### src/rtl/i2c_slave_mem_if.sv
// i2c_slave_mem_if: bus-side I2C pins and write-commit reporting for i2c_slave_mem
// scl/sda_in: bus clock and data as seen on the wire
// sda_oe: 1 pulls SDA low
// busy: high while addressed
// wr_strobe/wr_addr/wr_data: one-clk report of each committed byte
interface i2c_slave_mem_if #(parameter int MEM_AW = 8);
  logic scl, sda_in, sda_oe, busy, wr_strobe;
  logic [MEM_AW-1:0] wr_addr;
  logic [7:0] wr_data;
  modport slave (input scl, sda_in, output sda_oe, busy, wr_strobe, wr_addr, wr_data);
  modport master (output scl, sda_in, input sda_oe, busy, wr_strobe, wr_addr, wr_data);
endinterface

### src/rtl/i2c_slave_mem.sv
// i2c_slave_mem: I2C slave byte memory with address match, ACK and auto-incrementing pointer
// clk: system clock
// rstn: asynchronous active-low reset
// bus: slave modport carrying scl/sda_in, sda_oe, busy and the wr_strobe/wr_addr/wr_data commit report
module i2c_slave_mem #(
  parameter logic [6:0] SLV_ADDR = 7'b101_0001,
  parameter bit         ADDR16   = 1'b0,
  parameter int         MEM_AW   = 8
) (
  input  logic           clk,
  input  logic           rstn,
  i2c_slave_mem_if.slave bus
);
  typedef enum logic [2:0] {IDLE, DEV, IGNORE, AHI, ALO, WDATA, RDATA, RACK} state_t;
  state_t state_q, state_d;
  logic [1:0] scl_sync_q, sda_sync_q;
  logic scl_hist_q, sda_hist_q;
  logic [2:0] cnt_q, cnt_d;
  logic full_q, full_d, ack_q, ack_d, rw_q, rw_d, inc_q, inc_d;
  logic [7:0] sr_q, sr_d, hi_q, hi_d, wr_data_q, wr_data_d, cur;
  logic [6:0] rd_q, rd_d;
  logic [MEM_AW-1:0] ptr_q, ptr_d, wr_addr_q, wr_addr_d;
  logic sda_oe_q, sda_oe_d, busy_q, busy_d, wr_strobe_q, wr_strobe_d;
  logic scl_s, sda_s, scl_rise, scl_fall, sda_rise, sda_fall, start, stop;
  logic [7:0] mem [2**MEM_AW];
  assign scl_s = scl_sync_q[1];
  assign sda_s = sda_sync_q[1];
  assign scl_rise = scl_s & ~scl_hist_q;
  assign scl_fall = ~scl_s & scl_hist_q;
  assign sda_rise = sda_s & ~sda_hist_q;
  assign sda_fall = ~sda_s & sda_hist_q;
  assign start = sda_fall & scl_s;
  assign stop = sda_rise & scl_s;
  assign cur = mem[ptr_q];
  assign bus.sda_oe = sda_oe_q;
  assign bus.busy = busy_q;
  assign bus.wr_strobe = wr_strobe_q;
  assign bus.wr_addr = wr_addr_q;
  assign bus.wr_data = wr_data_q;
  always_comb begin
    state_d = state_q;
    cnt_d = cnt_q;
    full_d = full_q;
    ack_d = ack_q;
    rw_d = rw_q;
    sr_d = sr_q;
    rd_d = rd_q;
    hi_d = hi_q;
    ptr_d = inc_q ? ptr_q + 1'b1 : ptr_q;
    inc_d = 1'b0;
    sda_oe_d = sda_oe_q;
    busy_d = busy_q;
    wr_strobe_d = 1'b0;
    wr_addr_d = wr_addr_q;
    wr_data_d = wr_data_q;
    if (stop) begin
      state_d = IDLE;
      sda_oe_d = 1'b0;
      busy_d = 1'b0;
      ack_d = 1'b0;
      full_d = 1'b0;
      cnt_d = 3'd0;
    end else if (start) begin
      state_d = DEV;
      sda_oe_d = 1'b0;
      ack_d = 1'b0;
      full_d = 1'b0;
      cnt_d = 3'd0;
    end else begin
      case (state_q)
        DEV, AHI, ALO, WDATA: begin
          // full_q: eight bits shifted, the next scl_fall opens the ACK slot
          if (scl_rise && !ack_q) begin
            sr_d = {sr_q[6:0], sda_s};
            cnt_d = cnt_q + 3'd1;
            full_d = (cnt_q == 3'd7);
          end else if (scl_fall && full_q) begin
            full_d = 1'b0;
            ack_d = 1'b1;
            sda_oe_d = 1'b1;
            if (state_q == DEV) begin
              if (sr_q[7:1] == SLV_ADDR && sr_q[7:1] != 7'd0) begin
                busy_d = 1'b1;
                rw_d = sr_q[0];
              end else begin
                state_d = IGNORE;
                ack_d = 1'b0;
                sda_oe_d = 1'b0;
                busy_d = 1'b0;
              end
            end
            if (state_q == AHI) hi_d = sr_q;
            if (state_q == ALO) ptr_d = MEM_AW'({hi_q, sr_q});
            if (state_q == WDATA) begin
              wr_strobe_d = 1'b1;
              wr_addr_d = ptr_q;
              wr_data_d = sr_q;
              inc_d = 1'b1;
            end
          end else if (scl_fall && ack_q) begin
            ack_d = 1'b0;
            sda_oe_d = 1'b0;
            state_d = state_q == DEV ? (rw_q ? RDATA : (ADDR16 ? AHI : ALO)) : state_q == AHI ? ALO : WDATA;
            // a read starts driving bit 7 on the same fall that ends the address ACK
            if (state_q == DEV && rw_q) begin
              rd_d = cur[6:0];
              sda_oe_d = ~cur[7];
            end
          end
        end
        RDATA: begin
          if (scl_rise) begin
            cnt_d = cnt_q + 3'd1;
            full_d = (cnt_q == 3'd7);
          end else if (scl_fall) begin
            if (full_q) begin
              full_d = 1'b0;
              sda_oe_d = 1'b0;
              state_d = RACK;
            end else begin
              sda_oe_d = ~rd_q[6];
              rd_d = {rd_q[5:0], 1'b0};
            end
          end
        end
        RACK: begin
          if (scl_rise) begin
            if (sda_s) begin
              state_d = IGNORE;
              busy_d = 1'b0;
            end else begin
              ptr_d = ptr_q + 1'b1;
              full_d = 1'b1;
            end
          end else if (scl_fall && full_q) begin
            full_d = 1'b0;
            cnt_d = 3'd0;
            state_d = RDATA;
            rd_d = cur[6:0];
            sda_oe_d = ~cur[7];
          end
        end
        default: ;
      endcase
    end
  end
  always_ff @(posedge clk or negedge rstn) begin
    if (!rstn) begin
      scl_sync_q <= 2'b11;
      sda_sync_q <= 2'b11;
      scl_hist_q <= 1'b1;
      sda_hist_q <= 1'b1;
      state_q <= IDLE;
      cnt_q <= 3'd0;
      full_q <= 1'b0;
      ack_q <= 1'b0;
      rw_q <= 1'b0;
      inc_q <= 1'b0;
      sr_q <= 8'd0;
      hi_q <= 8'd0;
      rd_q <= 7'd0;
      ptr_q <= '0;
      sda_oe_q <= 1'b0;
      busy_q <= 1'b0;
      wr_strobe_q <= 1'b0;
      wr_addr_q <= '0;
      wr_data_q <= 8'd0;
    end else begin
      scl_sync_q <= {scl_sync_q[0], bus.scl};
      sda_sync_q <= {sda_sync_q[0], bus.sda_in};
      scl_hist_q <= scl_s;
      sda_hist_q <= sda_s;
      state_q <= state_d;
      cnt_q <= cnt_d;
      full_q <= full_d;
      ack_q <= ack_d;
      rw_q <= rw_d;
      inc_q <= inc_d;
      sr_q <= sr_d;
      hi_q <= hi_d;
      rd_q <= rd_d;
      ptr_q <= ptr_d;
      sda_oe_q <= sda_oe_d;
      busy_q <= busy_d;
      wr_strobe_q <= wr_strobe_d;
      wr_addr_q <= wr_addr_d;
      wr_data_q <= wr_data_d;
    end
  end
  always_ff @(posedge clk) begin
    if (wr_strobe_d) mem[wr_addr_d] <= wr_data_d;
  end
endmodule

### src/flat_wrapper.sv
// flat-port wrapper written by rule: the top's interface ports become plain ports
module i2c_slave_mem_flat 
#(
  parameter logic [6:0] SLV_ADDR = 7'b101_0001,
  parameter bit         ADDR16   = 1'b0,
  parameter int         MEM_AW   = 8
)
  (clk, rstn, bus_scl, bus_sda_in, bus_sda_oe, bus_busy, bus_wr_strobe, bus_wr_addr, bus_wr_data);
  i2c_slave_mem_if #(.MEM_AW(MEM_AW)) bus_i ();
  input  logic clk;
  input  logic rstn;
  input wire logic [$bits(bus_i.scl)-1:0] bus_scl;
  input wire logic [$bits(bus_i.sda_in)-1:0] bus_sda_in;
  output wire logic [$bits(bus_i.sda_oe)-1:0] bus_sda_oe;
  output wire logic [$bits(bus_i.busy)-1:0] bus_busy;
  output wire logic [$bits(bus_i.wr_strobe)-1:0] bus_wr_strobe;
  output wire logic [$bits(bus_i.wr_addr)-1:0] bus_wr_addr;
  output wire logic [$bits(bus_i.wr_data)-1:0] bus_wr_data;
  assign bus_i.scl = bus_scl;
  assign bus_i.sda_in = bus_sda_in;
  assign bus_sda_oe = bus_i.sda_oe;
  assign bus_busy = bus_i.busy;
  assign bus_wr_strobe = bus_i.wr_strobe;
  assign bus_wr_addr = bus_i.wr_addr;
  assign bus_wr_data = bus_i.wr_data;
  i2c_slave_mem #(.SLV_ADDR(SLV_ADDR), .ADDR16(ADDR16), .MEM_AW(MEM_AW)) u_core (.clk(clk), .rstn(rstn), .bus(bus_i));
endmodule
### config.mk
export PLATFORM = sky130hd
export DESIGN_NAME = i2c_slave_mem_flat
export DESIGN_NICKNAME = d
export VERILOG_FILES = /design/src/rtl/i2c_slave_mem_if.sv /design/src/rtl/i2c_slave_mem.sv /design/src/flat_wrapper.sv
export SDC_FILE = /design/constraint.sdc
export NUM_CORES = 2
export LEC_CHECK = 0
export ABC_CLOCK_PERIOD_IN_PS = 7590
export CORE_UTILIZATION = 29
export DETAILED_ROUTE_END_ITERATION = 10
export SLEW_MARGIN = 20
export SYNTH_ARGS = -nofsm -noshare
export SYNTH_HDL_FRONTEND = slang
export SYNTH_SLANG_ARGS = --single-unit
### constraint.sdc
create_clock -name clk -period 7.59 [get_ports clk]
set_input_delay 2.277 -clock clk [delete_from_list [all_inputs] [get_ports clk]]
set_output_delay 2.277 -clock clk [all_outputs]
set_load 0.02 [all_outputs]
==> After elaboration in Yosys (flattened, before gate mapping) <==
Memories as Yosys holds them, arrays and structs flattened.
Cells that the tools add are included.
{ "word_totals": {"register_bits": 57, "ram_bits": 2048, "in_bits": 4, "out_inout_bits": 19, "elab_cells": 196, "memories": 1} }
{ "memory_table": {"columns": ["memory", "depth", "width", "rd", "rd_clocked_by_memory_dff", "wr", "line_no", "rtl"], "rows": [
  ["u_core.mem", 256, 8, 1, 0, 1, "i2c_slave_mem.sv:25", "logic [7:0] mem [2**MEM_AW];"]
]} }
{ "classes": {"addsub": 2, "n_eq_ne": 39, "muxes": 100, "bitwise_logic": 15, "n_reduce_logical": 22} }
{ "op_table": {"columns": ["cell", "n"], "rows": [
  ["8-bit two-way mux", 20],
  ["7-bit two-way mux", 9],
  ["3-bit two-way mux", 20],
  ["1-bit two-way mux", 43],
  ["7-bit one-hot mux with 3 select lines", 1],
  ["7-bit AND reduction", 3],
  ["4-bit by 1-bit != test with 1-bit output, second input constant", 5],
  ["3-bit one-hot mux with 3 select lines", 2],
  ["8-bit one-hot mux with 2 select lines", 1],
  ["3-bit equality test, second input constant", 5],
  ["3-bit by 1-bit != test with 1-bit output, second input constant", 5],
  ["5-bit by 1-bit != test with 1-bit output, second input constant", 3],
  ["2-bit != test, second input constant", 6],
  ["12-bit AND reduction", 1],
  ["10-bit AND reduction", 1],
  ["1-bit NOT", 9],
  ["3-bit nonzero test", 3],
  ["8-bit by 1-bit adder with 8-bit output, second input constant", 1],
  ["2-bit by 1-bit != test with 1-bit output, second input constant", 4],
  ["4-bit != test, second input constant", 2],
  ["7-bit equality test, second input constant", 1],
  ["7-bit nonzero test", 1],
  ["1-bit AND", 6],
  ["1-bit one-hot mux with 3 select lines", 2],
  ["19 further kinds", 24]
]} }

==> Longest topological paths before layout <==
{ "depth": {"depth_word": 10, "ltp_mapped": 12, "mapped_depth_nobuf": 8} }

==> Least setup slack after synthesis <==
OpenSTA, ideal clock, no wires.
{ "synth_timing": {"kind": "register to register", "startpoint": "register u_core.scl_hist_q", "endpoint": "memory u_core.mem[0][0] (data pin)", "setup_ns": 0.825, "arrival_ns": 5.087, "required_ns": 6.765, "slack_ns": 1.678, "stages_incl_launch_ff": 12, "n_path_buf": 5, "synth_period_minus_slack_ns": 5.912, "cell_sequence": "dfstp_2 nor2b_1 buf_2 and2_1 buf_4 nand3_2 inv_1 buf_2 buf_2 buf_1 nand2_1 nand2_1"} }
{ "synth_between": {"elab_chain_cells": 7, "word_cells_on_any_way": 10, "cone_classes": "mux: 5; bitwise: 3; reduce/logical: 2"} }
{ "synth_lines": {"columns": ["element", "line_no", "rtl"], "rows": [
  ["start, declared", "i2c_slave_mem.sv:17", "logic scl_hist_q, sda_hist_q;"],
  ["start signal, assigned", "i2c_slave_mem.sv:171", "scl_hist_q <= scl_s;"],
  ["1-bit AND or 1-bit NOT (tied branches)", "i2c_slave_mem.sv:29, i2c_slave_mem.sv:28", null],
  ["1-bit logical AND or 1-bit AND (tied branches)", "i2c_slave_mem.sv:77, i2c_slave_mem.sv:28", null],
  ["8-bit two-way mux or 1-bit logical AND (tied branches)", "i2c_slave_mem.sv:77, i2c_slave_mem.sv:73", null],
  ["8-bit two-way mux (*)", "i2c_slave_mem.sv:73", "if (scl_rise && !ack_q) begin"],
  ["8-bit two-way mux (*)", "i2c_slave_mem.sv:70", "case (state_q)"],
  ["8-bit two-way mux (*)", "i2c_slave_mem.sv:63", "end else if (start) begin"],
  ["8-bit two-way mux (*)", "i2c_slave_mem.sv:56", "if (stop) begin"],
  ["named net u_core.wr_data_d[0]", "i2c_slave_mem.sv:20", "logic [7:0] sr_q, sr_d, hi_q, hi_d, wr_data_q, wr_data_d, cur;"],
  ["end, declared", "i2c_slave_mem.sv:25", null]
]} }
The timed path passes the listed nets; every way through them passes the cells marked *.

==> Final worst setup path <==
{ "layout_timing": {"startpoint": "register u_core.scl_hist_q", "endpoint": "memory u_core.mem[31][4] (enable)"} }
{ "layout_between": {"elab_chain_cells": 9, "word_cells_on_any_way": 17, "cone_classes": "mux: 12; bitwise: 3; reduce/logical: 2"} }
{ "layout_lines": {"columns": ["element", "line_no", "rtl"], "rows": [
  ["1-bit AND or 1-bit NOT (tied branches)", "i2c_slave_mem.sv:29, i2c_slave_mem.sv:28", null],
  ["1-bit logical AND or 1-bit AND (tied branches)", "i2c_slave_mem.sv:77, i2c_slave_mem.sv:28", null],
  ["1-bit two-way mux or 1-bit logical AND (tied branches)", "i2c_slave_mem.sv:77, i2c_slave_mem.sv:73", null],
  ["1-bit two-way mux", "i2c_slave_mem.sv:73", null],
  ["1-bit two-way mux", "i2c_slave_mem.sv:70", null],
  ["1-bit two-way mux", "i2c_slave_mem.sv:63", null],
  ["1-bit two-way mux", "i2c_slave_mem.sv:56", null],
  ["1-bit two-way mux", "i2c_slave_mem.sv:191", "if (wr_strobe_d) mem[wr_addr_d] <= wr_data_d;"],
  ["1-bit two-way mux (implied by the code)", "i2c_slave_mem.sv:191", null]
]} }
Parallel ways exist; a longest one is shown, timed or not.

==> out/summary.log <==
INFO  finish         multi_input_gate_area=19000µm²
INFO  floorplanning  die-height=539µm
INFO  synthesis      yosysWarningCount=0
INFO  synthesis      avgSynthCellArea=19.6µm²
INFO  cts            cts-htree-levels=4
INFO  cts            clock-sinks=2105
INFO  timing         setup_viol=0
INFO  global_routing grt_pass1_wl=317000µm
INFO  timing         final.setup.tns=0ps
INFO  setup_path     arrival=5770ps
INFO  cts            max-clock-path-buffers=3
INFO  timing         holdWs=421ps
INFO  route          wl_per_cell=26.9µm
INFO  synthesis      synth_fp_nets=4263
INFO  global_routing grtUsageMet1=20.2%
INFO  route          drt-initial-drc-count=5265
INFO  cts            post_cts.repair.setup_buffers=0
INFO  placement      buffers_added_on_ports=22
INFO  floorplanning  num_rows=196
INFO  timing         setup_repair_after_global_routing_missed_its_margin=false
INFO  synthesis      synth_top_cells_by_area=edfxtp_1 (74%), mux4_2 (10%), mux2i_1 (3.3%)
INFO  timing         max_freq=189MHz
INFO  route          final_antenna_net_count=0
INFO  synthesis      netlist-cell-type-count=80
INFO  setup_path     rrSetupSlack=2290ps
INFO  floorplanning  die_area=290000µm²
INFO  floorplanning  io_pins=23
INFO  floorplanning  die-width=539µm
INFO  placement      globalplace.congestion=0.887
INFO  route          detail_route.drc_violations=0
INFO  setup_path     critical_path_peak_fanout=41
INFO  synthesis      synthesized_instance_count=4256
INFO  synthesis      ys_seq_elements=2105
INFO  global_routing grt_overflow_total=0
INFO  route          detailroute.via_count=42900
INFO  synthesis      synth_top_area_share=73.7%
INFO  global_routing groute.layer.met2.usage=23.3%
INFO  placement      placed_cell_area=87800µm²
INFO  setup_path     data_required_critical_path=8060ps
INFO  global_routing grt-busiest-layer=met2
INFO  cts            ctsRootBufferMaster=clkbuf_16
INFO  timing         worst_slew_pin_slew=1300ps
INFO  cts            worst_setup_hold_path_clk_slew=60ps
INFO  power          irDropWorstVdd=0.238mV
INFO  timing         hold_viol_final=0
INFO  cts            post_cts_resized=0
INFO  cts            worst_skew_pair.late_latency=870ps
INFO  floorplanning  floorplan.initialDensity=29.2%
INFO  setup_path     setup.worst_path.class=flip-flop to flip-flop
INFO  setup_path     timing.critical_path.from_type=flip-flop
INFO  cts            cts-buffers-inserted=209
INFO  cts            holdBufCountCts=0
INFO  timing         layout_setup_ws=2290ps
INFO  global_routing gr-usage-met3=3.34%
INFO  global_routing grt_antenna_before_repair=3
INFO  job            max_cap_violation_count=0
INFO  finish         layoutNonFillerInstCount=8266
INFO  placement      dp_slack=2430ps
INFO  placement      place_hpwl=134000µm
INFO  synthesis      synthArstFlopShare=2.71%
INFO  synthesis      synthMostInstantiatedCell=edfxtp_1
INFO  timing         final_min_period_over_clock_period=69.8%
INFO  synthesis      number_of_enable_flip_flop_cells_after_synthesis=2048
INFO  timing         timing_max_transition_violations_final=0
INFO  synthesis      synth_sequential_area_ratio=75.4%
INFO  run_status     run_status=finished clean
INFO  finish         layout-drive-gt1-share=19.8%
INFO  finish         areaGrowthSynthToFinish=13.6%
INFO  synthesis      most_instantiated_cells_after_synthesis=edfxtp_1 (2048), mux4_2 (380), nor2_1 (292), mux2i_1 (278), nand2_1 (125)
INFO  global_routing global_route.usage.total=15.0%
INFO  placement      dp_cells=7879
INFO  floorplanning  core=286000µm²
INFO  finish         area.sequential=62900µm²
INFO  power          pwr_density_cell=244nW/µm²
INFO  route          route.final.wire_length=222000µm
INFO  global_routing grt_max_degree=157
INFO  global_routing via_count_of_the_first_global_routing_pass=42600
INFO  setup_path     crit_path_end_kind=flip-flop
INFO  finish         stdcell_area=94800µm²
INFO  power          static-leakage-power=30.2nW
INFO  route          detail_route.first_pass.iterations=8
INFO  finish         fillers=26600
INFO  finish         final_layout_net_count=4336
INFO  synthesis      synth_top_flop_cell=edfxtp_1
INFO  synthesis      post_synth_instance_area=83500µm²
INFO  timing         slew-limit-headroom=12.8%
INFO  timing         final.min_clock_period=5300ps
INFO  synthesis      yosys.area.top_type=edfxtp_1
INFO  hold_path      hold_class=flip-flop to flip-flop
INFO  route          avgViaCountPerCell=5.18
INFO  cts            cts_tree=yes
INFO  timing         skew=55.5ps
worst paths after layout:
path / start / endpoint / cells after the start
worst max-delay path: u_core.scl_hist_q / u_core.mem[31][4] / 9
worst min-delay path: u_core.sda_sync_q[0] / u_core.sda_sync_q[1] / 0
worst max register to register: u_core.scl_hist_q / u_core.mem[31][4] / 9
worst min register to register: u_core.sda_sync_q[0] / u_core.sda_sync_q[1] / 0
max in group asynchronous: rstn / u_core.ptr_q[0] / 1
min in group asynchronous: rstn / u_core.bus.wr_addr[3] / 1
layout by cell type, fill, tap and decap left out, types with 10 or more instances in the layout:
cell	synthesis	final
clkdlybuf4s50_1	0	21
a21oi_1	112	111
nor2_1	292	289
nor2b_1	17	15
nand2_1	125	116
xnor2_1	10	10
clkbuf_1	110	43
bufinv_16	0	20
nor3_1	96	74
o22ai_1	62	62
nor4_1	25	22
clkinv_16	0	10
nand3_1	42	41
clkinv_1	1	43
mux2i_1	278	278
o21ai_0	43	43
a211oi_1	17	17
buf_4	22	96
nor3_2	1	23
mux2_2	18	18
inv_1	11	11
edfxtp_1	2048	2048
o221ai_1	106	106
dfrtp_1	51	47
clkinvlp_4	0	13
mux4_2	380	380
clkinv_2	0	30
buf_12	14	15
clkbuf_16	0	209
a22o_1	12	12
mux4_1	19	19
o31ai_1	12	12
a22oi_1	55	54
metrics by stage:
stage          utilization [%]  power, mW
5_1_grt                   33.2       23.7
3_5_place_dp              30.7       13.1
4_1_cts                   33.1       23.3
2_1_floorplan                -       13.0
6_report                  33.2       23.1
3_3_place_gp              30.7       13.0
worst max-delay path: stages (launching register included):
cell and delay (ps):
dfstp_2 570, nor2b_1 450, and2_1 380, nand3_2 130
buf_4 300, inv_1 650, and3_1 370, nand3_1 860
buf_4 560, nor2_1 610
state kept, by name, indices dropped and copies added, names as in the netlist, 2 cells and up:
signal / flops
u_core.scl_sync_q: 2
u_core.sda_sync_q: 2
u_core.ptr_q: 8
u_core.bus.wr_addr: 8
u_core.mem: 2048
u_core.rd_q: 7
u_core.bus.wr_data: 8
u_core.sr_q: 8
u_core.cnt_q: 3
u_core.state_q: 3
cells by family (layout without fill, tap and decap cells):
group | Yosys count | after routing | synth area share, %
flip-flops | 2105 | 2105 | 75.4
AO/OA/AOI/OAI | 496 | 496 | 4.23
AND/OR/NAND/NOR | 659 | 659 | 3.55
buffers and inverters | 284 | 529 | 2.23
XOR/XNOR | 13 | 13 | 0.136
adder cells (fa/ha/maj) | 4 | 4 | 0.0570
multiplexers | 695 | 695 | 14.4
other | 0 | 3 | 0
area by class of cell:
cell class	instances	share of cell area, %
Tap cell	3762	4.96
Clock buffer	253	5.70
Timing Repair Buffer	133	1.31
Inverter	13	0.0567
Sequential cell	2105	66.4
Multi-Input combinational cell	1867	20.0
Antenna cell	3	0.00792
Clock inverter	130	1.57
layer usage:
metal	routed length, µm	part of all wire (%)	up-vias
li1	-	-	17800
met1	90400	41	22700
met2	103000	46	2050
met3	19600	8.8	378
met4	8950	4.0	0
met5	0	0	-
report_power, final:
part / switching, mW / total, mW / leakage (nW) / internal, mW
clock network: 4.52 / 10.3 / 3.30 / 5.81
registers: 0.0667 / 12.7 / 22.1 / 12.6
logic: 0.0877 / 0.150 / 4.75 / 0.0626
total: 4.68 / 23.1 / 30.2 / 18.5
(Power assumes the default switching activity.)
